$ cat config.mk
export PLATFORM = sky130hd
export DESIGN_NAME = op_amp
export DESIGN_NICKNAME = d
export VERILOG_FILES = /design/src/rtl/op_amp_pkg.sv /design/src/rtl/op_amp_slew_limiter.sv /design/src/rtl/op_amp.sv
export SDC_FILE = /design/constraint.sdc
export NUM_CORES = 1
export LEC_CHECK = 0
export BUFFER_PORTS_ARGS = -buffer_cell sky130_fd_sc_hd__buf_2
export CAP_MARGIN = 40
export CORE_MARGIN = 3
export CORE_UTILIZATION = 55
export CTS_CLUSTER_SIZE = 25
export DETAILED_ROUTE_END_ITERATION = 10
export GPL_TIMING_DRIVEN = 1
export PLACE_DENSITY = 0.75
export SLEW_MARGIN = 25
export SYNTH_ARGS = -nofsm -noshare
export SYNTH_HDL_FRONTEND = slang
export SYNTH_SLANG_ARGS = --single-unit
$ cat constraint.sdc
create_clock -name clk -period 9.9 [get_ports clk]
set_input_delay 0.495 -clock clk [delete_from_list [all_inputs] [get_ports clk]]
set_output_delay 0.495 -clock clk [all_outputs]
set_load 0.01 [all_outputs]
$ cat src/rtl/op_amp_pkg.sv
// rtl/op_amp_pkg.sv - shared types, default constants and clamp helper for the op_amp model
package op_amp_pkg;

   // Voltages on pins, in millivolts
   typedef logic signed [15:0] mv_t;

   // Differential input, wide enough for any pin3 - pin2
   typedef logic signed [16:0] diff_t;

   // Trimmed differential and rail levels; also used for slew step arithmetic
   typedef logic signed [17:0] trim_t;

   // Exact product of trimmed differential and open-loop gain
   typedef logic signed [33:0] wide_t;

   // Default electrical characteristics of the part
   localparam int unsigned DEF_GAIN        = 100;
   localparam int unsigned DEF_HEADROOM    = 1500;
   localparam int unsigned DEF_SLEW_MAX    = 16000;
   localparam int unsigned DEF_OFFSET_TRIM = 2;

   // Input-stage snapshot taken every clock
   typedef struct packed {
      mv_t  inv;
      mv_t  noninv;
      mv_t  vee;
      mv_t  vcc;
      logic null_a;
      logic null_b;
   } in_regs_t;

   // Clamp the ideal output into [lo, hi]; the caller guarantees lo <= hi,
   // so the clamped value always lies inside the 16-bit pin range
   function automatic mv_t clamp_to_rails(wide_t ideal, trim_t lo, trim_t hi);
      wide_t lo_w;
      wide_t hi_w;
      wide_t res;
      lo_w = wide_t'(lo);
      hi_w = wide_t'(hi);
      if (ideal > hi_w) begin
         res = hi_w;
      end else if (ideal < lo_w) begin
         res = lo_w;
      end else begin
         res = ideal;
      end
      return mv_t'(res);
   endfunction

endpackage

$ cat src/rtl/op_amp_slew_limiter.sv
// rtl/op_amp_slew_limiter.sv - output register that follows its target at a bounded rate
module op_amp_slew_limiter
   import op_amp_pkg::*;
#(
   parameter int unsigned SLEW_MAX = DEF_SLEW_MAX
) (
   input  logic clk,
   input  logic rst,
   input  mv_t  target_i,
   output mv_t  out_o
);

   mv_t   out_q;
   mv_t   out_d;
   trim_t step;
   trim_t pos_lim;
   trim_t neg_lim;

   // Move toward the target, jumping straight onto it when it is within one slew step
   always_comb begin
      pos_lim = trim_t'(SLEW_MAX);
      neg_lim = -pos_lim;
      step    = trim_t'(target_i) - trim_t'(out_q);
      out_d   = target_i;
      if (step > pos_lim) begin
         out_d = mv_t'(trim_t'(out_q) + pos_lim);
      end else if (step < neg_lim) begin
         out_d = mv_t'(trim_t'(out_q) + neg_lim);
      end
   end

   // Output register; reset forces 0 immediately, bypassing the slew limit
   always_ff @(posedge clk) begin
      if (rst) begin
         out_q <= '0;
      end else begin
         out_q <= out_d;
      end
   end

   assign out_o = out_q;

endmodule

$ cat src/rtl/op_amp.sv
// rtl/op_amp.sv - cycle-based 8-pin op-amp: gain, rail clamp and slew-limited output
module op_amp
   import op_amp_pkg::*;
#(
   parameter int unsigned GAIN        = DEF_GAIN,
   parameter int unsigned HEADROOM    = DEF_HEADROOM,
   parameter int unsigned SLEW_MAX    = DEF_SLEW_MAX,
   parameter int unsigned OFFSET_TRIM = DEF_OFFSET_TRIM
) (
   input  logic               clk,
   input  logic               rst,
   input  logic               pin1_offset_null,
   input  logic signed [15:0] pin2_inv_input,
   input  logic signed [15:0] pin3_noninv_input,
   input  logic signed [15:0] pin4_vee,
   input  logic               pin5_offset_null,
   output logic signed [15:0] pin6_output,
   input  logic signed [15:0] pin7_vcc,
   input  logic               pin8_nc
);

   in_regs_t in_q;
   in_regs_t in_d;
   mv_t      target_q;
   mv_t      target_d;

   diff_t    diff;
   trim_t    trimmed;
   wide_t    ideal;
   trim_t    out_max;
   trim_t    out_min;
   mv_t      slew_out;

   // The no-connect pin is deliberately left without any function
   logic     unused_pin8;
   assign unused_pin8 = pin8_nc;

   // Gather the pins sampled by the input stage
   always_comb begin
      in_d        = '0;
      in_d.inv    = pin2_inv_input;
      in_d.noninv = pin3_noninv_input;
      in_d.vee    = pin4_vee;
      in_d.vcc    = pin7_vcc;
      in_d.null_a = pin1_offset_null;
      in_d.null_b = pin5_offset_null;
   end

   // Input stage: signal, supply and offset-null pins all move together
   always_ff @(posedge clk) begin
      if (rst) begin
         in_q <= '0;
      end else begin
         in_q <= in_d;
      end
   end

   // Differential, offset trim, gain and rail clamp on the captured inputs
   always_comb begin
      diff    = diff_t'(in_q.noninv) - diff_t'(in_q.inv);
      trimmed = trim_t'(diff);
      // Only one offset-null pin pulled selects a trim; both or neither cancel
      if (in_q.null_a && !in_q.null_b) begin
         trimmed = trim_t'(diff) + trim_t'(OFFSET_TRIM);
      end else if (in_q.null_b && !in_q.null_a) begin
         trimmed = trim_t'(diff) - trim_t'(OFFSET_TRIM);
      end
      ideal   = wide_t'(trimmed) * wide_t'(GAIN);
      out_max = trim_t'(in_q.vcc) - trim_t'(HEADROOM);
      out_min = trim_t'(in_q.vee) + trim_t'(HEADROOM);
      // A collapsed or inverted supply leaves no valid output window
      if (out_max < out_min) begin
         target_d = '0;
      end else begin
         target_d = clamp_to_rails(ideal, out_min, out_max);
      end
   end

   // Target register feeding the slew stage
   always_ff @(posedge clk) begin
      if (rst) begin
         target_q <= '0;
      end else begin
         target_q <= target_d;
      end
   end

   op_amp_slew_limiter #(
      .SLEW_MAX (SLEW_MAX)
   ) u_slew (
      .clk      (clk),
      .rst      (rst),
      .target_i (target_q),
      .out_o    (slew_out)
   );

   assign pin6_output = slew_out;

endmodule

* Word-level counts from Yosys, hierarchy flattened
Cells that the tools add are included. W data, S select, Z words.
Storage, ports and cells: register bits 98, input port bits 69, output and inout bits 16, logic and storage cells 33
Operators by class: $add $sub $neg 8, $mul 1, order comparisons 5, multiplexer cells 6, reductions and logical operators 5
Operators by type and width (count):
- $mux W16 | 4
- $mux W18 | 2
- $sub A16 B16 Y17 | 2
- $add A16 B15 Y16 const B | 2
- $gt A26 B17 Y1 | 1
- $lt A26 B17 Y1 | 1
- $mul A18 B6 Y24 const B | 1
- $add A17 B3 Y18 const B | 1
- $gt A18 B15 Y1 const B | 1
- $lt A18 B15 Y1 const B | 1
- $sub A17 B3 Y18 const B | 1
- $add A16 B12 Y17 const B | 1
- $lt A17 B17 Y1 | 1
- $sub A16 B12 Y17 const B | 1
- $logic_and A1 B1 Y1 | 2
- $logic_not A1 Y1 | 2
- $reduce_or A2 Y1 | 1

* Longest topological paths before layout
Gate-level depths: netlist of run 1.
depth in word-level cells 8, mapped depth 35, mapped depth without buffers 34

* Modules after synthesis
Synthesis of run 1 repeated with hierarchy kept, for this count alone.
Unflattened totals: cell total of the unflattened synthesis 1128, area total of the unflattened synthesis 9625.5 µm²
By module, submodules not included:
- op_amp | times used 1, cells each 872, area each 7664.9 µm², sequential area each 1641.6 µm²
- op_amp_slew_limiter | times used 1, cells each 256, area each 1960.6 µm², sequential area each 320.3 µm²

* Worst setup path before layout of run 1
Ideal clock, no wire load.
kind register to register, from register in_q[52] (netlist bit), to register target_q[10], setup time 0.138 ns, data arrival time 7.049 ns, data required time 9.762 ns, setup slack 2.713 ns, stages on the path, launching flop included 32, path buffers 2, clock period less this slack 7.187 ns, path through dfxtp_1 inv_1 ha_1 nor2b_1 o21a_1 o21a_1 o221a_2 o31a_1 or2_0 buf_2 nor4_2 nor2b_1 xnor2_1 ha_1 ha_1 xor2_1 ha_1 ha_1 or3_1 o31ai_1 o21ai_0 a31oi_1 nor2b_1 mux2_1 a21o_1 ha_1 nor2b_1 nor3_1 a21oi_1 clkbuf_1 mux2i_1 a211oi_1
Between the ends: word-level cells in the longest chain between the ends 8, elaborated cells between the ends (all ways) 10, those cells by class 3 x add/sub; 1 x mul; 2 x order compare; 4 x mux
Ends and longest elaborated chain:
- start, declared | RTL line op_amp.sv:22 | in_regs_t in_q;
- start signal, assigned | RTL line op_amp.sv:54 | in_q <= in_d;
- $sub A16 B16 Y17 (*) | RTL line op_amp.sv:60 | diff = diff_t'(in_q.noninv) - diff_t'(in_q.inv);
- $sub A17 B3 Y18 | RTL line op_amp.sv:66 | trimmed = trim_t'(diff) - trim_t'(OFFSET_TRIM);
- $mux W18 | RTL line op_amp.sv:65 | end else if (in_q.null_b && !in_q.null_a) begin
- $mux W18 (*) | RTL line op_amp.sv:63 | if (in_q.null_a && !in_q.null_b) begin
- $mul A18 B6 Y24 (*) | RTL line op_amp.sv:68 | ideal = wide_t'(trimmed) * wide_t'(GAIN);
- $lt A26 B17 Y1 | RTL line op_amp_pkg.sv:42 | end else if (ideal < lo_w) begin
- $mux W16 | RTL line op_amp_pkg.sv:42
- $mux W16 (*) | RTL line op_amp_pkg.sv:40 | if (ideal > hi_w) begin
- end signal, assigned | RTL line op_amp.sv:84 | target_q <= target_d;
- end, declared | RTL line op_amp.sv:24 | mv_t target_q;
Every way passes the cells marked *; elsewhere a longest branch is shown, timed or not. A chain may end at the register's enable or synchronous reset.

* Worst setup path in the final report of run 1
from register in_q[34] (netlist bit), to register target_q[7]
The elaborated chain is that of the path after synthesis.

==> flow_summary.html, run 1 <==
<table>
<tr><th>Metric</th><th>Value</th></tr>
<tr><th colspan="2">Run status</th></tr>
<tr><td>Status</td><td>complete, no violations</td></tr>
<tr><th colspan="2">Synthesis</th></tr>
<tr><td>Instance count of the mapped netlist</td><td>1104</td></tr>
<tr><td>Portion of the post-synthesis area used by sequential elements</td><td>21.0%</td></tr>
<tr><td>Area share of fa/ha/maj cells after synthesis</td><td>roughly a quarter</td></tr>
<tr><td>Share of synthesized registers carrying an async set or reset</td><td>0%</td></tr>
<tr><td>Main combinational cell family by area after synthesis</td><td>adder cells</td></tr>
<tr><td>Net count after synthesis</td><td>1346</td></tr>
<tr><td>Syn Area/Cell</td><td>between 8 and 9 um2</td></tr>
<tr><td>Count of cell types in the netlist</td><td>83</td></tr>
<tr><td>Combined area of all synthesized cells</td><td>just over 0.009 mm2</td></tr>
<tr><td>Fraction of the mapped netlist area in simple logic gates</td><td>between 10% and 20%</td></tr>
<tr><td>Post-synthesis share of cell area spent on xor and xnor gates</td><td>slightly below 8%</td></tr>
<tr><td>Compound-Gate Fraction of Synth Area</td><td>19.6%</td></tr>
<tr><td>Seq cells post-synth</td><td>98</td></tr>
<tr><td>Post-synth EDFFs</td><td>0</td></tr>
<tr><td>Yosys warning count</td><td>0</td></tr>
<tr><td>Fraction of synthesized area in multiplexers</td><td>under 10%</td></tr>
<tr><td>Predominant post-synthesis flop cell</td><td>sky130_fd_sc_hd__dfxtp_1</td></tr>
<tr><th colspan="2">Flow run</th></tr>
<tr><td>Number of maximum-capacitance violations</td><td>0</td></tr>
<tr><th colspan="2">Clocking</th></tr>
<tr><td>Sinks on the clock net</td><td>98</td></tr>
<tr><td>Number of buffers between clock root and the deepest sink</td><td>2</td></tr>
<tr><td>CTS tree</td><td>done</td></tr>
<tr><td>Post-cts gate resize count</td><td>0</td></tr>
<tr><td>Latest clock arrival within the worst-skew pair</td><td>0.36 ns</td></tr>
<tr><td>Hold-fix buffers at CTS</td><td>0</td></tr>
<tr><td>H-Tree Depth</td><td>3</td></tr>
<tr><td>Clock-pin slew of the registers on the worst-case setup and hold paths</td><td>0.07 ns</td></tr>
<tr><td>Buffers inserted during post-CTS setup optimization</td><td>0</td></tr>
<tr><td>Number of clock buffers inserted by TritonCTS</td><td>9</td></tr>
<tr><td>Clock root cell</td><td>sky130_fd_sc_hd__clkbuf_16</td></tr>
<tr><th colspan="2">Floorplan</th></tr>
<tr><td>Number of placement rows</td><td>46</td></tr>
<tr><td>Floorplan die width</td><td>about 140 um</td></tr>
<tr><td>Chip Height</td><td>136 um</td></tr>
<tr><td>Core Box Area</td><td>0.0162 mm2</td></tr>
<tr><td>IO Pins</td><td>85</td></tr>
<tr><td>Overall die area</td><td>0.0185 mm2</td></tr>
<tr><td>Initial cell density of the core</td><td>57.4%</td></tr>
<tr><th colspan="2">STA</th></tr>
<tr><td>Final worst path period need</td><td>8.64 ns</td></tr>
<tr><td>Final TNS setup</td><td>0 ns</td></tr>
<tr><td>Final Hold Viols</td><td>0</td></tr>
<tr><td>Slew at the pin closest to its max-slew limit</td><td>between 0.6 and 0.7 ns</td></tr>
<tr><td>Number of max-slew violations in the final report</td><td>0</td></tr>
<tr><td>Final worst slack</td><td>1.26 ns</td></tr>
<tr><td>Achievable frequency</td><td>0.116 GHz</td></tr>
<tr><td>Final number of setup-violating endpoints</td><td>0</td></tr>
<tr><td>Worst slew margin relative to its limit</td><td>53.1%</td></tr>
<tr><td>Unrepaired setup endpoints after global routing</td><td>false</td></tr>
<tr><td>Clock tree skew after final layout</td><td>0.00805 ns</td></tr>
<tr><td>Period utilisation layout</td><td>87.2%</td></tr>
<tr><th colspan="2">Route</th></tr>
<tr><td>Remaining antenna violation count</td><td>0</td></tr>
<tr><td>Met1 Routed Length</td><td>9210 um</td></tr>
<tr><td>DR vias</td><td>7970</td></tr>
<tr><td>Avg Vias per Cell</td><td>~5.7</td></tr>
<tr><td>Wirelength, routed</td><td>roughly 20000 um</td></tr>
<tr><td>Initial DRC Count</td><td>roughly 310</td></tr>
<tr><td>DR WL/cell</td><td>roughly 14 um</td></tr>
<tr><td>Total iterations of the first detailed-routing run</td><td>7</td></tr>
<tr><td>Routed wl met3</td><td>823 um</td></tr>
<tr><td>Final routed DRC violation total</td><td>0</td></tr>
<tr><td>Highest routed metal layer</td><td>met4</td></tr>
<tr><td>Met2 Wirelength</td><td>9730 um</td></tr>
<tr><th colspan="2">Critical path</th></tr>
<tr><td>Critical register-to-register path endpoint</td><td>target_q[7]</td></tr>
<tr><td>Delay-heaviest family, CP</td><td>compound AO/OA/AOI/OAI gates</td></tr>
<tr><td>Critical path launch point type</td><td>register</td></tr>
<tr><td>Setup slack of the worst register-to-register path</td><td>1.26 ns</td></tr>
<tr><td>Depth of the worst register-to-register path</td><td>32</td></tr>
<tr><td>Worst-path cell with the longest stage delay</td><td>sky130_fd_sc_hd__a2bb2oi_1</td></tr>
<tr><td>Maximum single-stage delay on the critical path</td><td>between 0.5 and 0.6 ns</td></tr>
<tr><td>Capturing element type of the critical path</td><td>register</td></tr>
<tr><td>Start of the worst register-to-register path</td><td>in_q[34]</td></tr>
<tr><td>Critical Path Stages</td><td>32</td></tr>
<tr><td>Crit path buffers/inverters</td><td>3</td></tr>
<tr><td>Kind of critical path</td><td>reg -&gt; reg</td></tr>
<tr><td>Required time at the worst-slack endpoint</td><td>10.15 ns</td></tr>
<tr><td>Top cell by count, worst path</td><td>sky130_fd_sc_hd__ha_1</td></tr>
<tr><td>Crit path max fanout</td><td>21</td></tr>
<tr><td>Crit path DAT</td><td>between 8 and 9 ns</td></tr>
<tr><th colspan="2">Final layout</th></tr>
<tr><td>Final antenna diode count</td><td>0</td></tr>
<tr><td>Post-synthesis to final-layout area growth</td><td>10.6%</td></tr>
<tr><td>Layout cell share with drive strength beyond 1</td><td>about 11%</td></tr>
<tr><td>FILL cells</td><td>between 1000 and 1500</td></tr>
<tr><td>Register area</td><td>about 0.0020 mm2</td></tr>
<tr><td>Number of nets in the final layout</td><td>1424</td></tr>
<tr><td>Total area of multi-input combinational cells</td><td>between 0.006 and 0.007 mm2</td></tr>
<tr><th colspan="2">Place</th></tr>
<tr><td>Post-detail-place hpwl</td><td>16400 um</td></tr>
<tr><td>Routability Congestion</td><td>0.884</td></tr>
<tr><td>Count of buffers inserted at the top-level ports</td><td>a little over 80</td></tr>
<tr><td>Setup slack after placement</td><td>1.37 ns</td></tr>
<tr><th colspan="2">Global routing</th></tr>
<tr><td>Wire length of the first global-routing pass</td><td>roughly 34000 um</td></tr>
<tr><td>Antenna violations before repair</td><td>0</td></tr>
<tr><td>Overall fraction of global-route tracks in use</td><td>~22%</td></tr>
<tr><td>Grt ovf</td><td>0</td></tr>
<tr><td>Number of global-route vias before repair</td><td>around 7400</td></tr>
<tr><td>Largest net degree at the start of global routing</td><td>89</td></tr>
<tr><th colspan="2">Worst hold path</th></tr>
<tr><td>Hold Crit Start</td><td>pin4_vee[4]</td></tr>
<tr><td>Worst hold path endpoint</td><td>in_q[22]</td></tr>
<tr><td>Worst hold path depth</td><td>2</td></tr>
<tr><td>Hold WC Path Type</td><td>in -&gt; reg</td></tr>
</table>
per-layer routing:
layer  track usage (%)  up-vias
met4              6.22        0
li1                  -     4106
met1              28.7     3664
met2              38.5      177
met5                 0        -
met3              3.26       23
worst reg2reg max path, delay by kind of cell, from the launching register on:
family	cells	cell delay [ns]
adder cells (fa/ha/maj)	7	2.20
AND/OR/NAND/NOR	4	0.84
XOR/XNOR	3	0.64
buffers and inverters	3	0.38
flip-flops	1	0.31
AO/OA/AOI/OAI	15	4.12
layout by cell type (no fill, tap or decap), types with 16 or more instances in the layout:
cell type,count
sky130_fd_sc_hd__ha_1,161
sky130_fd_sc_hd__inv_1,107
sky130_fd_sc_hd__dfxtp_1,98
sky130_fd_sc_hd__nor2b_1,84
sky130_fd_sc_hd__buf_2,83
sky130_fd_sc_hd__nor2_1,79
sky130_fd_sc_hd__a21oi_1,50
sky130_fd_sc_hd__xnor2_1,42
sky130_fd_sc_hd__o21ai_0,42
sky130_fd_sc_hd__xor2_1,40
sky130_fd_sc_hd__nand2_1,39
sky130_fd_sc_hd__nor3_1,28
sky130_fd_sc_hd__a21o_1,26
sky130_fd_sc_hd__o21a_1,16
sky130_fd_sc_hd__nand3_1,16
sky130_fd_sc_hd__a211oi_1,16
worst max-delay path by stage:
stage	startpoint	endpoint	slack (ns)
2_1_floorplan	in_q[52]	target_q[10]	2.71
3_3_place_gp	in_q[34]	target_q[7]	1.44
3_5_place_dp	in_q[34]	target_q[7]	1.37
4_1_cts	in_q[34]	target_q[7]	1.30
5_1_grt	in_q[34]	target_q[7]	0.54
6_report	in_q[34]	target_q[7]	1.26
cell type report:
type	instances	area share, %
inverters	108	3.93
flip-flops and latches	98	19.0
repair buffers	91	4.77
clock inverters	6	0.934
well taps	216	2.62
multi-input cells	874	66.5
clock buffers	10	2.22
cells by family (layout without fill, tap and decap cells):
kind of cell               count (synthesis)  in the layout
and+or+nand+nor                          342            342
AOI/OAI and AO/OA                        258            258
adders and majority gates                173            173
buffers and inverters                    132            215
DFF                                       98             98
xor gates and xnor gates                  83             83
muxes                                     18             18
registers in the layout, indices dropped and copies added (netlist names):
signal	count
in_q	66
target_q	16
u_slew.out_o	16
synth_stat cells (4+ instances only):
| cell | instances | area share, % |
|---|---|---|
| sky130_fd_sc_hd__a2111oi_0 | 5 | 0.47 |
| sky130_fd_sc_hd__a211oi_1 | 16 | 1.3 |
| sky130_fd_sc_hd__a21boi_0 | 6 | 0.48 |
| sky130_fd_sc_hd__a21o_1 | 26 | 2.1 |
| sky130_fd_sc_hd__a21oi_1 | 51 | 2.7 |
| sky130_fd_sc_hd__a221oi_1 | 5 | 0.47 |
| sky130_fd_sc_hd__a31oi_1 | 13 | 0.87 |
| sky130_fd_sc_hd__and2_1 | 7 | 0.47 |
| sky130_fd_sc_hd__and3_1 | 5 | 0.34 |
| sky130_fd_sc_hd__clkbuf_1 | 21 | 0.85 |
| sky130_fd_sc_hd__dfxtp_1 | 98 | 21 |
| sky130_fd_sc_hd__fa_1 | 12 | 2.6 |
| sky130_fd_sc_hd__ha_1 | 161 | 22 |
| sky130_fd_sc_hd__inv_1 | 107 | 4.3 |
| sky130_fd_sc_hd__mux2i_1 | 15 | 1.6 |
| sky130_fd_sc_hd__nand2_1 | 39 | 1.6 |
| sky130_fd_sc_hd__nand2b_1 | 13 | 0.87 |
| sky130_fd_sc_hd__nand3_1 | 16 | 0.86 |
| sky130_fd_sc_hd__nand3b_1 | 4 | 0.32 |
| sky130_fd_sc_hd__nand4_1 | 15 | 1.0 |
| sky130_fd_sc_hd__nor2_1 | 79 | 3.2 |
| sky130_fd_sc_hd__nor2b_1 | 84 | 5.6 |
| sky130_fd_sc_hd__nor3_1 | 28 | 1.5 |
| sky130_fd_sc_hd__nor3b_1 | 5 | 0.40 |
| sky130_fd_sc_hd__nor4_1 | 7 | 0.47 |
| sky130_fd_sc_hd__o211a_1 | 4 | 0.43 |
| sky130_fd_sc_hd__o211ai_1 | 8 | 0.64 |
| sky130_fd_sc_hd__o21a_1 | 16 | 1.3 |
| sky130_fd_sc_hd__o21ai_0 | 43 | 2.3 |
| sky130_fd_sc_hd__o22ai_1 | 5 | 0.34 |
| sky130_fd_sc_hd__o31a_1 | 4 | 0.38 |
| sky130_fd_sc_hd__o31ai_1 | 8 | 0.64 |
| sky130_fd_sc_hd__or2_2 | 4 | 0.27 |
| sky130_fd_sc_hd__or3_1 | 15 | 1.0 |
| sky130_fd_sc_hd__or4_1 | 5 | 0.40 |
| sky130_fd_sc_hd__xnor2_1 | 42 | 3.9 |
| sky130_fd_sc_hd__xor2_1 | 40 | 3.8 |
metrics by stage:
step	cell area (um2)	hold WS, ns	instances	utilization (%)
2_1_floorplan	9320	0.436	1104	-
3_3_place_gp	9940	0.474	1383	61.2
3_5_place_dp	9960	0.479	1385	61.4
4_1_cts	10300	0.335	1401	63.4
5_1_grt	10300	0.342	1403	63.6
6_report	10300	0.343	1403	63.6
Power of run 1 is not shown: default switching activity piles up to over one toggle a cycle in this logic, so the estimate is an artifact.
==> inputs of run 2 (changes only) <==
--- a/config.mk
+++ b/config.mk
@@ -5,6 +5,7 @@
 export SDC_FILE = /design/constraint.sdc
 export NUM_CORES = 1
 export LEC_CHECK = 0
+export ABC_AREA = 1
 export BUFFER_PORTS_ARGS = -buffer_cell sky130_fd_sc_hd__buf_2
 export CAP_MARGIN = 40
 export CORE_MARGIN = 3
@@ -12,7 +13,7 @@
 export CTS_CLUSTER_SIZE = 25
 export DETAILED_ROUTE_END_ITERATION = 10
 export GPL_TIMING_DRIVEN = 1
-export PLACE_DENSITY = 0.75
+export PLACE_DENSITY = 0.74
 export SLEW_MARGIN = 25
 export SYNTH_ARGS = -nofsm -noshare
 export SYNTH_HDL_FRONTEND = slang
==> run 2 against run 1 <==
Against the previous run: utilization down 1.6 points; via count up 20%; global-route usage up 0.92 points; design area up 9.1%; maximum frequency up 10%; synthesized cell count up 44%; critical path depth unchanged; worst setup slack better by 0.79 ns; count of clock-buffer cells in the layout down 1; wire length up 14%; non-clock buffer count down 2; die area up 9.9%.
==> flow_summary.html, run 2 <==
<table>
<tr><th>Metric</th><th>Value</th></tr>
<tr><th colspan="2">Final layout</th></tr>
<tr><td>Final antenna diode count</td><td>0 (unchanged)</td></tr>
<tr><td>Max FFs per register</td><td>66 (unchanged)</td></tr>
<tr><td>Final cell area excluding filler cells</td><td>0.0113 mm2 (+9.1%)</td></tr>
<tr><td>Register area</td><td>0.00196 mm2 (unchanged)</td></tr>
<tr><td>Largest register by flop count</td><td>in_q</td></tr>
<tr><td>Layout cell share with drive strength beyond 1</td><td>9.84% (-1.2 points)</td></tr>
<tr><td>Number of nets in the final layout</td><td>1903 (+34%)</td></tr>
<tr><td>Commonest non-fill, non-tap cell in the layout</td><td>sky130_fd_sc_hd__nand2_1</td></tr>
<tr><td>Most frequent cells in the layout</td><td>362 x sky130_fd_sc_hd__nand2_1, 289 x sky130_fd_sc_hd__inv_1, 201 x sky130_fd_sc_hd__nor2_1</td></tr>
<tr><td>FILL cells</td><td>1759 (+22%)</td></tr>
<tr><td>Total area of multi-input combinational cells</td><td>0.00712 mm2 (+3.8%)</td></tr>
<tr><td>Post-synthesis to final-layout area growth</td><td>9.31%</td></tr>
<tr><th colspan="2">Floorplan</th></tr>
<tr><td>Chip Height</td><td>143 um (+4.8%)</td></tr>
<tr><td>Number of placement rows</td><td>49 (+6.5%)</td></tr>
<tr><td>IO Pins</td><td>85 (unchanged)</td></tr>
<tr><td>Initial cell density of the core</td><td>56.7% (-0.72 points)</td></tr>
<tr><td>Overall die area</td><td>0.0204 mm2 (+9.9%)</td></tr>
<tr><td>Floorplan die width</td><td>143 um (+4.8%)</td></tr>
<tr><td>Core Box Area</td><td>0.0181 mm2 (+12%)</td></tr>
<tr><th colspan="2">Critical path</th></tr>
<tr><td>Start of the worst register-to-register path</td><td>in_q[34]</td></tr>
<tr><td>Crit path buffers/inverters</td><td>4 (+1)</td></tr>
<tr><td>Crit path DAT</td><td>8.08 ns (-0.80 ns)</td></tr>
<tr><td>Critical register-to-register path endpoint</td><td>target_q[0]</td></tr>
<tr><td>Worst-path cell with the longest stage delay</td><td>sky130_fd_sc_hd__a221oi_1</td></tr>
<tr><td>Capturing element type of the critical path</td><td>register</td></tr>
<tr><td>Kind of critical path</td><td>reg -&gt; reg</td></tr>
<tr><td>Critical path launch point type</td><td>register</td></tr>
<tr><td>Setup slack of the worst register-to-register path</td><td>2.06 ns (+0.79 ns)</td></tr>
<tr><td>Maximum single-stage delay on the critical path</td><td>0.78 ns (+0.26 ns)</td></tr>
<tr><td>Required time at the worst-slack endpoint</td><td>10.14 ns (about the same)</td></tr>
<tr><td>Delay-heaviest family, CP</td><td>adder cells</td></tr>
<tr><td>Depth of the worst register-to-register path</td><td>32 (unchanged)</td></tr>
<tr><td>Crit path max fanout</td><td>28 (+33%)</td></tr>
<tr><td>Top cell by count, worst path</td><td>sky130_fd_sc_hd__ha_1</td></tr>
<tr><th colspan="2">Clocking</th></tr>
<tr><td>Number of clock buffers inserted by TritonCTS</td><td>9 (unchanged)</td></tr>
<tr><td>Hold-fix buffers at CTS</td><td>0 (unchanged)</td></tr>
<tr><td>Latest clock arrival within the worst-skew pair</td><td>0.36 ns (about the same)</td></tr>
<tr><td>Sinks on the clock net</td><td>98 (unchanged)</td></tr>
<tr><td>Clock root cell</td><td>sky130_fd_sc_hd__clkbuf_16</td></tr>
<tr><td>Clock-pin slew of the registers on the worst-case setup and hold paths</td><td>0.08 ns (about the same)</td></tr>
<tr><td>Buffers inserted during post-CTS setup optimization</td><td>0 (unchanged)</td></tr>
<tr><td>H-Tree Depth</td><td>3 (unchanged)</td></tr>
<tr><td>Number of buffers between clock root and the deepest sink</td><td>2 (unchanged)</td></tr>
<tr><td>Post-cts gate resize count</td><td>0 (unchanged)</td></tr>
<tr><td>CTS tree</td><td>done</td></tr>
<tr><th colspan="2">Global routing</th></tr>
<tr><td>Grt ovf</td><td>0 (unchanged)</td></tr>
<tr><td>Number of global-route vias before repair</td><td>8814 (+19%)</td></tr>
<tr><td>Largest net degree at the start of global routing</td><td>69 (-22%)</td></tr>
<tr><td>Overall fraction of global-route tracks in use</td><td>23.1% (+0.92 points)</td></tr>
<tr><td>Antenna violations before repair</td><td>0 (unchanged)</td></tr>
<tr><td>Wire length of the first global-routing pass</td><td>39400 um (+16%)</td></tr>
<tr><th colspan="2">Worst hold path</th></tr>
<tr><td>Worst hold path endpoint</td><td>in_q[46]</td></tr>
<tr><td>Worst hold path depth</td><td>3 (+1)</td></tr>
<tr><td>Hold WC Path Type</td><td>in -&gt; reg</td></tr>
<tr><td>Hold Crit Start</td><td>pin3_noninv_input[12]</td></tr>
<tr><th colspan="2">Synthesis</th></tr>
<tr><td>Post-synth EDFFs</td><td>0 (unchanged)</td></tr>
<tr><td>Most common cell in the synthesized netlist</td><td>sky130_fd_sc_hd__nand2_1</td></tr>
<tr><td>Seq cells post-synth</td><td>98 (unchanged)</td></tr>
<tr><td>Largest cells by area after synthesis</td><td>sky130_fd_sc_hd__ha_1 20%, sky130_fd_sc_hd__dfxtp_1 19%, sky130_fd_sc_hd__nand2_1 13%</td></tr>
<tr><td>Portion of the post-synthesis area used by sequential elements</td><td>19.1% (-2.0 points)</td></tr>
<tr><td>Share of synthesized registers carrying an async set or reset</td><td>0% (unchanged)</td></tr>
<tr><td>Count of cell types in the netlist</td><td>52 (-37%)</td></tr>
<tr><td>Syn Area/Cell</td><td>6.49 um2 (-23%)</td></tr>
<tr><td>Yosys warning count</td><td>0 (unchanged)</td></tr>
<tr><td>Instance count of the mapped netlist</td><td>1585 (+44%)</td></tr>
<tr><td>Combined area of all synthesized cells</td><td>0.0103 mm2 (+10%)</td></tr>
<tr><td>Post-synth top area cell</td><td>sky130_fd_sc_hd__ha_1</td></tr>
<tr><td>Net count after synthesis</td><td>1827 (+36%)</td></tr>
<tr><td>Synth top area share</td><td>19.6% (-2.0 points)</td></tr>
<tr><td>Leading cell types by count after synthesis</td><td>362 x sky130_fd_sc_hd__nand2_1, 289 x sky130_fd_sc_hd__inv_1, 201 x sky130_fd_sc_hd__nor2_1, 161 x sky130_fd_sc_hd__ha_1, 98 x sky130_fd_sc_hd__dfxtp_1</td></tr>
<tr><td>Predominant post-synthesis flop cell</td><td>sky130_fd_sc_hd__dfxtp_1</td></tr>
<tr><th colspan="2">Route</th></tr>
<tr><td>Initial DRC Count</td><td>429 (+37%)</td></tr>
<tr><td>Avg Vias per Cell</td><td>5.05 (-11%)</td></tr>
<tr><td>Remaining antenna violation count</td><td>0 (unchanged)</td></tr>
<tr><td>Total iterations of the first detailed-routing run</td><td>5 (-2)</td></tr>
<tr><td>Wirelength, routed</td><td>22800 um (+14%)</td></tr>
<tr><td>DR vias</td><td>9567 (+20%)</td></tr>
<tr><td>Final routed DRC violation total</td><td>0 (unchanged)</td></tr>
<tr><td>DR WL/cell</td><td>12.0 um (-16%)</td></tr>
<tr><th colspan="2">Place</th></tr>
<tr><td>Routability Congestion</td><td>0.906 (+2.6%)</td></tr>
<tr><td>Setup slack after placement</td><td>2.05 ns (+0.681 ns)</td></tr>
<tr><td>Count of buffers inserted at the top-level ports</td><td>83 (unchanged)</td></tr>
<tr><td>Placement-stage cell area</td><td>0.0109 mm2 (+9.7%)</td></tr>
<tr><td>Post-detail-place hpwl</td><td>18900 um (+15%)</td></tr>
<tr><th colspan="2">STA</th></tr>
<tr><td>Clock tree skew after final layout</td><td>0.0151 ns (+0.00709 ns)</td></tr>
<tr><td>Final Hold Viols</td><td>0 (unchanged)</td></tr>
<tr><td>Unrepaired setup endpoints after global routing</td><td>false</td></tr>
<tr><td>Slew at the pin closest to its max-slew limit</td><td>0.894 ns (+0.195 ns)</td></tr>
<tr><td>Worst slew margin relative to its limit</td><td>40.4% (-13 points)</td></tr>
<tr><td>Number of max-slew violations in the final report</td><td>0 (unchanged)</td></tr>
<tr><td>Final worst slack</td><td>2.06 ns (+0.791 ns)</td></tr>
<tr><td>Final worst path period need</td><td>7.84 ns (-0.791 ns)</td></tr>
<tr><td>Achievable frequency</td><td>0.127 GHz (+10%)</td></tr>
<tr><td>Period utilisation layout</td><td>79.2% (-8.0 points)</td></tr>
<tr><td>Worst hold slack after final layout</td><td>0.330 ns (-0.0128 ns)</td></tr>
<tr><td>Final TNS setup</td><td>0 ns (unchanged)</td></tr>
<tr><td>Final number of setup-violating endpoints</td><td>0 (unchanged)</td></tr>
<tr><th colspan="2">Flow run</th></tr>
<tr><td>Number of maximum-capacitance violations</td><td>0 (unchanged)</td></tr>
<tr><th colspan="2">Run status</th></tr>
<tr><td>Status</td><td>complete, no violations</td></tr>
</table>
-- run 2: worst min-delay path: stages --
cell and delay, ns:
sky130_fd_sc_hd__buf_2 0.07, sky130_fd_sc_hd__inv_1 0.03, sky130_fd_sc_hd__nor2_1 0.06
-- run 2: worst max-delay path by stage --
| stage | from | end | slack, ns | cells after the start |
|---|---|---|---|---|
| CTS | in_q[34] | target_q[11] | 2.06 | 33 |
| global route | in_q[34] | target_q[8] | 1.43 | 32 |
| detailed placement | in_q[34] | target_q[13] | 2.05 | 33 |
| finish | in_q[34] | target_q[0] | 2.06 | 32 |
| global placement | in_q[34] | target_q[13] | 2.21 | 33 |
| floorplan | in_q[34] | target_q[10] | 3.37 | 34 |
-- run 2: layer usage --
layer  track usage, %  wire length (um)  part of all wire [%]  vias to the layer above
met5                0                 0                     0                        -
met4             5.00               302                   1.3                        0
met3             3.01               903                   4.0                       21
met2             37.4              9910                    43                      194
met1             33.0             11700                    51                     4204
li1                 -                 -                     -                     5148
-- run 2: kinds of logic after synthesis --
family,share of synthesized area (%)
AND/OR/NAND/NOR,30.9
buffers and inverters,11.8
AO/OA/AOI/OAI,10.2
adder cells (fa/ha/maj),21.9
flip-flops,19.1
XOR/XNOR,6.18
-- run 2: stage by stage --
stage,util [%],cells
2_1_floorplan,-,1585
3_3_place_gp,60.1,1876
3_5_place_dp,60.2,1878
4_1_cts,61.9,1894
5_1_grt,62.0,1895
6_report,62.0,1895
-- run 2: final cells by class --
type	instances	share of cell area, %
multi-input combinational	1170	63.3
timing repair buffer	89	4.23
inverter	293	9.78
clock buffer	9	2.00
sequential	98	17.4
tap	229	2.55
clock inverter	7	0.723
Power of run 2 is left out for the same reason.
==> inputs of run 3 (changes only) <==
==> constraint.sdc (replaced) <==
create_clock -name clk -period 7.8 [get_ports clk]
set_input_delay 0.39 -clock clk [delete_from_list [all_inputs] [get_ports clk]]
set_output_delay 0.39 -clock clk [all_outputs]
set_load 0.01 [all_outputs]
==> run 3 against run 2 <==
Against the previous run: die area did not move; count of clock-buffer cells in the layout is 3 higher; clock skew is 0.0073 ns lower; critical path depth up 3; maximum frequency is 8.8% higher; final cell count about the same; critical path type unchanged.
==> flow_summary.html, run 3 (synthesis gave the netlist of run 2 again) <==
<table>
<tr><th>Metric</th><th>Value</th></tr>
<tr><th colspan="2">Clocking</th></tr>
<tr><td>Clock root cell</td><td>sky130_fd_sc_hd__clkbuf_16</td></tr>
<tr><td>Post-cts gate resize count</td><td>0 (unchanged)</td></tr>
<tr><td>Buffers inserted during post-CTS setup optimization</td><td>0 (unchanged)</td></tr>
<tr><td>Clock-pin slew of the registers on the worst-case setup and hold paths</td><td>0.07 ns (about the same)</td></tr>
<tr><td>Number of clock buffers inserted by TritonCTS</td><td>9 (unchanged)</td></tr>
<tr><td>Latest clock arrival within the worst-skew pair</td><td>0.35 ns (about the same)</td></tr>
<tr><td>Sinks on the clock net</td><td>98 (unchanged)</td></tr>
<tr><td>CTS tree</td><td>done</td></tr>
<tr><td>H-Tree Depth</td><td>3 (unchanged)</td></tr>
<tr><td>Hold-fix buffers at CTS</td><td>0 (unchanged)</td></tr>
<tr><td>Number of buffers between clock root and the deepest sink</td><td>2 (unchanged)</td></tr>
<tr><th colspan="2">Floorplan</th></tr>
<tr><td>Core Box Area</td><td>0.0181 mm2 (unchanged)</td></tr>
<tr><td>IO Pins</td><td>85 (unchanged)</td></tr>
<tr><td>Initial cell density of the core</td><td>56.7% (unchanged)</td></tr>
<tr><td>Number of placement rows</td><td>49 (unchanged)</td></tr>
<tr><td>Overall die area</td><td>0.0204 mm2 (unchanged)</td></tr>
<tr><td>Floorplan die width</td><td>143 um (unchanged)</td></tr>
<tr><td>Chip Height</td><td>143 um (unchanged)</td></tr>
<tr><th colspan="2">Route</th></tr>
<tr><td>Avg Vias per Cell</td><td>5.09 (+0.73%)</td></tr>
<tr><td>Total iterations of the first detailed-routing run</td><td>8 (+3)</td></tr>
<tr><td>DR WL/cell</td><td>11.9 um (-1.2%)</td></tr>
<tr><td>Initial DRC Count</td><td>601 (+40%)</td></tr>
<tr><td>Wirelength, routed</td><td>22600 um (-1.1%)</td></tr>
<tr><td>Remaining antenna violation count</td><td>0 (unchanged)</td></tr>
<tr><td>Final routed DRC violation total</td><td>0 (unchanged)</td></tr>
<tr><td>DR vias</td><td>9642 (+0.78%)</td></tr>
<tr><th colspan="2">Final layout</th></tr>
<tr><td>Most frequent cells in the layout</td><td>362 x sky130_fd_sc_hd__nand2_1, 289 x sky130_fd_sc_hd__inv_1, 200 x sky130_fd_sc_hd__nor2_1</td></tr>
<tr><td>Post-synthesis to final-layout area growth</td><td>9.48%</td></tr>
<tr><td>Final antenna diode count</td><td>0 (unchanged)</td></tr>
<tr><td>Commonest non-fill, non-tap cell in the layout</td><td>sky130_fd_sc_hd__nand2_1</td></tr>
<tr><td>Largest register by flop count</td><td>in_q</td></tr>
<tr><td>Max FFs per register</td><td>66 (unchanged)</td></tr>
<tr><td>Number of nets in the final layout</td><td>1904 (+0.053%)</td></tr>
<tr><td>Layout cell share with drive strength beyond 1</td><td>9.90% (+0.054 points)</td></tr>
<tr><th colspan="2">STA</th></tr>
<tr><td>Slew at the pin closest to its max-slew limit</td><td>0.643 ns (-0.252 ns)</td></tr>
<tr><td>Final worst path period need</td><td>7.21 ns (-0.635 ns)</td></tr>
<tr><td>Final TNS setup</td><td>0 ns (unchanged)</td></tr>
<tr><td>Worst slew margin relative to its limit</td><td>57.2% (+17 points)</td></tr>
<tr><td>Worst hold slack after final layout</td><td>0.231 ns (-0.0989 ns)</td></tr>
<tr><td>Final Hold Viols</td><td>0 (unchanged)</td></tr>
<tr><td>Unrepaired setup endpoints after global routing</td><td>false</td></tr>
<tr><td>Clock tree skew after final layout</td><td>0.00785 ns (-0.00729 ns)</td></tr>
<tr><td>Period utilisation layout</td><td>92.4% (+13 points)</td></tr>
<tr><td>Number of max-slew violations in the final report</td><td>0 (unchanged)</td></tr>
<tr><td>Final number of setup-violating endpoints</td><td>0 (unchanged)</td></tr>
<tr><td>Achievable frequency</td><td>0.139 GHz (+8.8%)</td></tr>
<tr><th colspan="2">Critical path</th></tr>
<tr><td>Crit path max fanout</td><td>28 (unchanged)</td></tr>
<tr><td>Crit path buffers/inverters</td><td>5 (+1)</td></tr>
<tr><td>Required time at the worst-slack endpoint</td><td>8.05 ns (-2.09 ns)</td></tr>
<tr><td>Crit path DAT</td><td>7.46 ns (-0.62 ns)</td></tr>
<tr><td>Maximum single-stage delay on the critical path</td><td>0.47 ns (-0.31 ns)</td></tr>
<tr><td>Delay-heaviest family, CP</td><td>adder cells</td></tr>
<tr><td>Start point of the critical path</td><td>in_q[34]</td></tr>
<tr><td>Capturing element type of the critical path</td><td>register</td></tr>
<tr><td>Critical path launch point type</td><td>register</td></tr>
<tr><td>Kind of critical path</td><td>reg -&gt; reg</td></tr>
<tr><td>Start of the worst register-to-register path</td><td>in_q[34]</td></tr>
<tr><td>Worst-path cell with the longest stage delay</td><td>sky130_fd_sc_hd__fa_1</td></tr>
<tr><th colspan="2">Worst hold path</th></tr>
<tr><td>Hold Crit Start</td><td>pin4_vee[15]</td></tr>
<tr><td>Hold WC Path Type</td><td>in -&gt; reg</td></tr>
<tr><th colspan="2">Flow run</th></tr>
<tr><td>Number of maximum-capacitance violations</td><td>0 (unchanged)</td></tr>
<tr><th colspan="2">Global routing</th></tr>
<tr><td>Largest net degree at the start of global routing</td><td>69 (unchanged)</td></tr>
<tr><td>Grt ovf</td><td>0 (unchanged)</td></tr>
<tr><td>Wire length of the first global-routing pass</td><td>38100 um (-3.3%)</td></tr>
<tr><td>Antenna violations before repair</td><td>0 (unchanged)</td></tr>
<tr><td>Overall fraction of global-route tracks in use</td><td>22.4% (-0.75 points)</td></tr>
<tr><td>Number of global-route vias before repair</td><td>8576 (-2.7%)</td></tr>
<tr><th colspan="2">Place</th></tr>
<tr><td>Count of buffers inserted at the top-level ports</td><td>83 (unchanged)</td></tr>
<tr><td>Routability Congestion</td><td>0.935 (+3.2%)</td></tr>
<tr><td>Post-detail-place hpwl</td><td>18800 um (-0.72%)</td></tr>
<tr><th colspan="2">Run status</th></tr>
<tr><td>Status</td><td>complete, no violations</td></tr>
</table>
-- run 3: final cells by class --
class | instances | area, um2
multi-input combinational | 1170 | 7130
fill | 1740 | 6880
sequential | 98 | 1960
inverter | 293 | 1100
timing repair buffer | 90 | 488
tap | 229 | 287
clock buffer | 12 | 246
clock inverter | 4 | 57.6
-- run 3: per-stage QoR --
| step | std cells | util (%) | worst slack [ns] | cell area (um2) |
|---|---|---|---|---|
| floorplan | 1585 | - | 1.27 | 10300 |
| detailed placement | 1880 | 60.4 | 0.518 | 11000 |
| global route | 1896 | 62.1 | 0.0221 | 11300 |
| global placement | 1879 | 60.3 | 0.666 | 10900 |
| CTS | 1896 | 62.1 | 0.472 | 11300 |
| finish | 1896 | 62.1 | 0.591 | 11300 |
-- run 3: worst reg2reg max path: cells and delay by family, from the launching register on --
family | cells | cell delay [ns]
xor gates and xnor gates | 1 | 0.23
DFF | 1 | 0.32
and+or+nand+nor | 10 | 1.06
buffers and inverters | 5 | 0.70
AOI/OAI and AO/OA | 10 | 1.96
adders and majority gates | 9 | 2.80
-- run 3: path summary, 6_finish.rpt --
| path | to | slack, ns | depth (start not counted) |
|---|---|---|---|
| max | target_q[0] | 0.59 | 35 |
| min | in_q[33] | 0.23 | 3 |
| max reg2reg | target_q[0] | 0.59 | 35 |
| min reg2reg | u_slew.out_o[3] | 0.51 | 2 |
-- run 3: metal layers --
metal  share of wire [%]  GRT usage (%)  up-vias  wire (um)
li1                    -              -     5156          -
met4                 1.5           5.15        0        343
met3                 4.6           3.11       26       1030
met5                   0              0        -          0
met2                  43           35.7      213       9800
met1                  51           32.0     4247      11400
Power of run 3 is left out for the same reason.
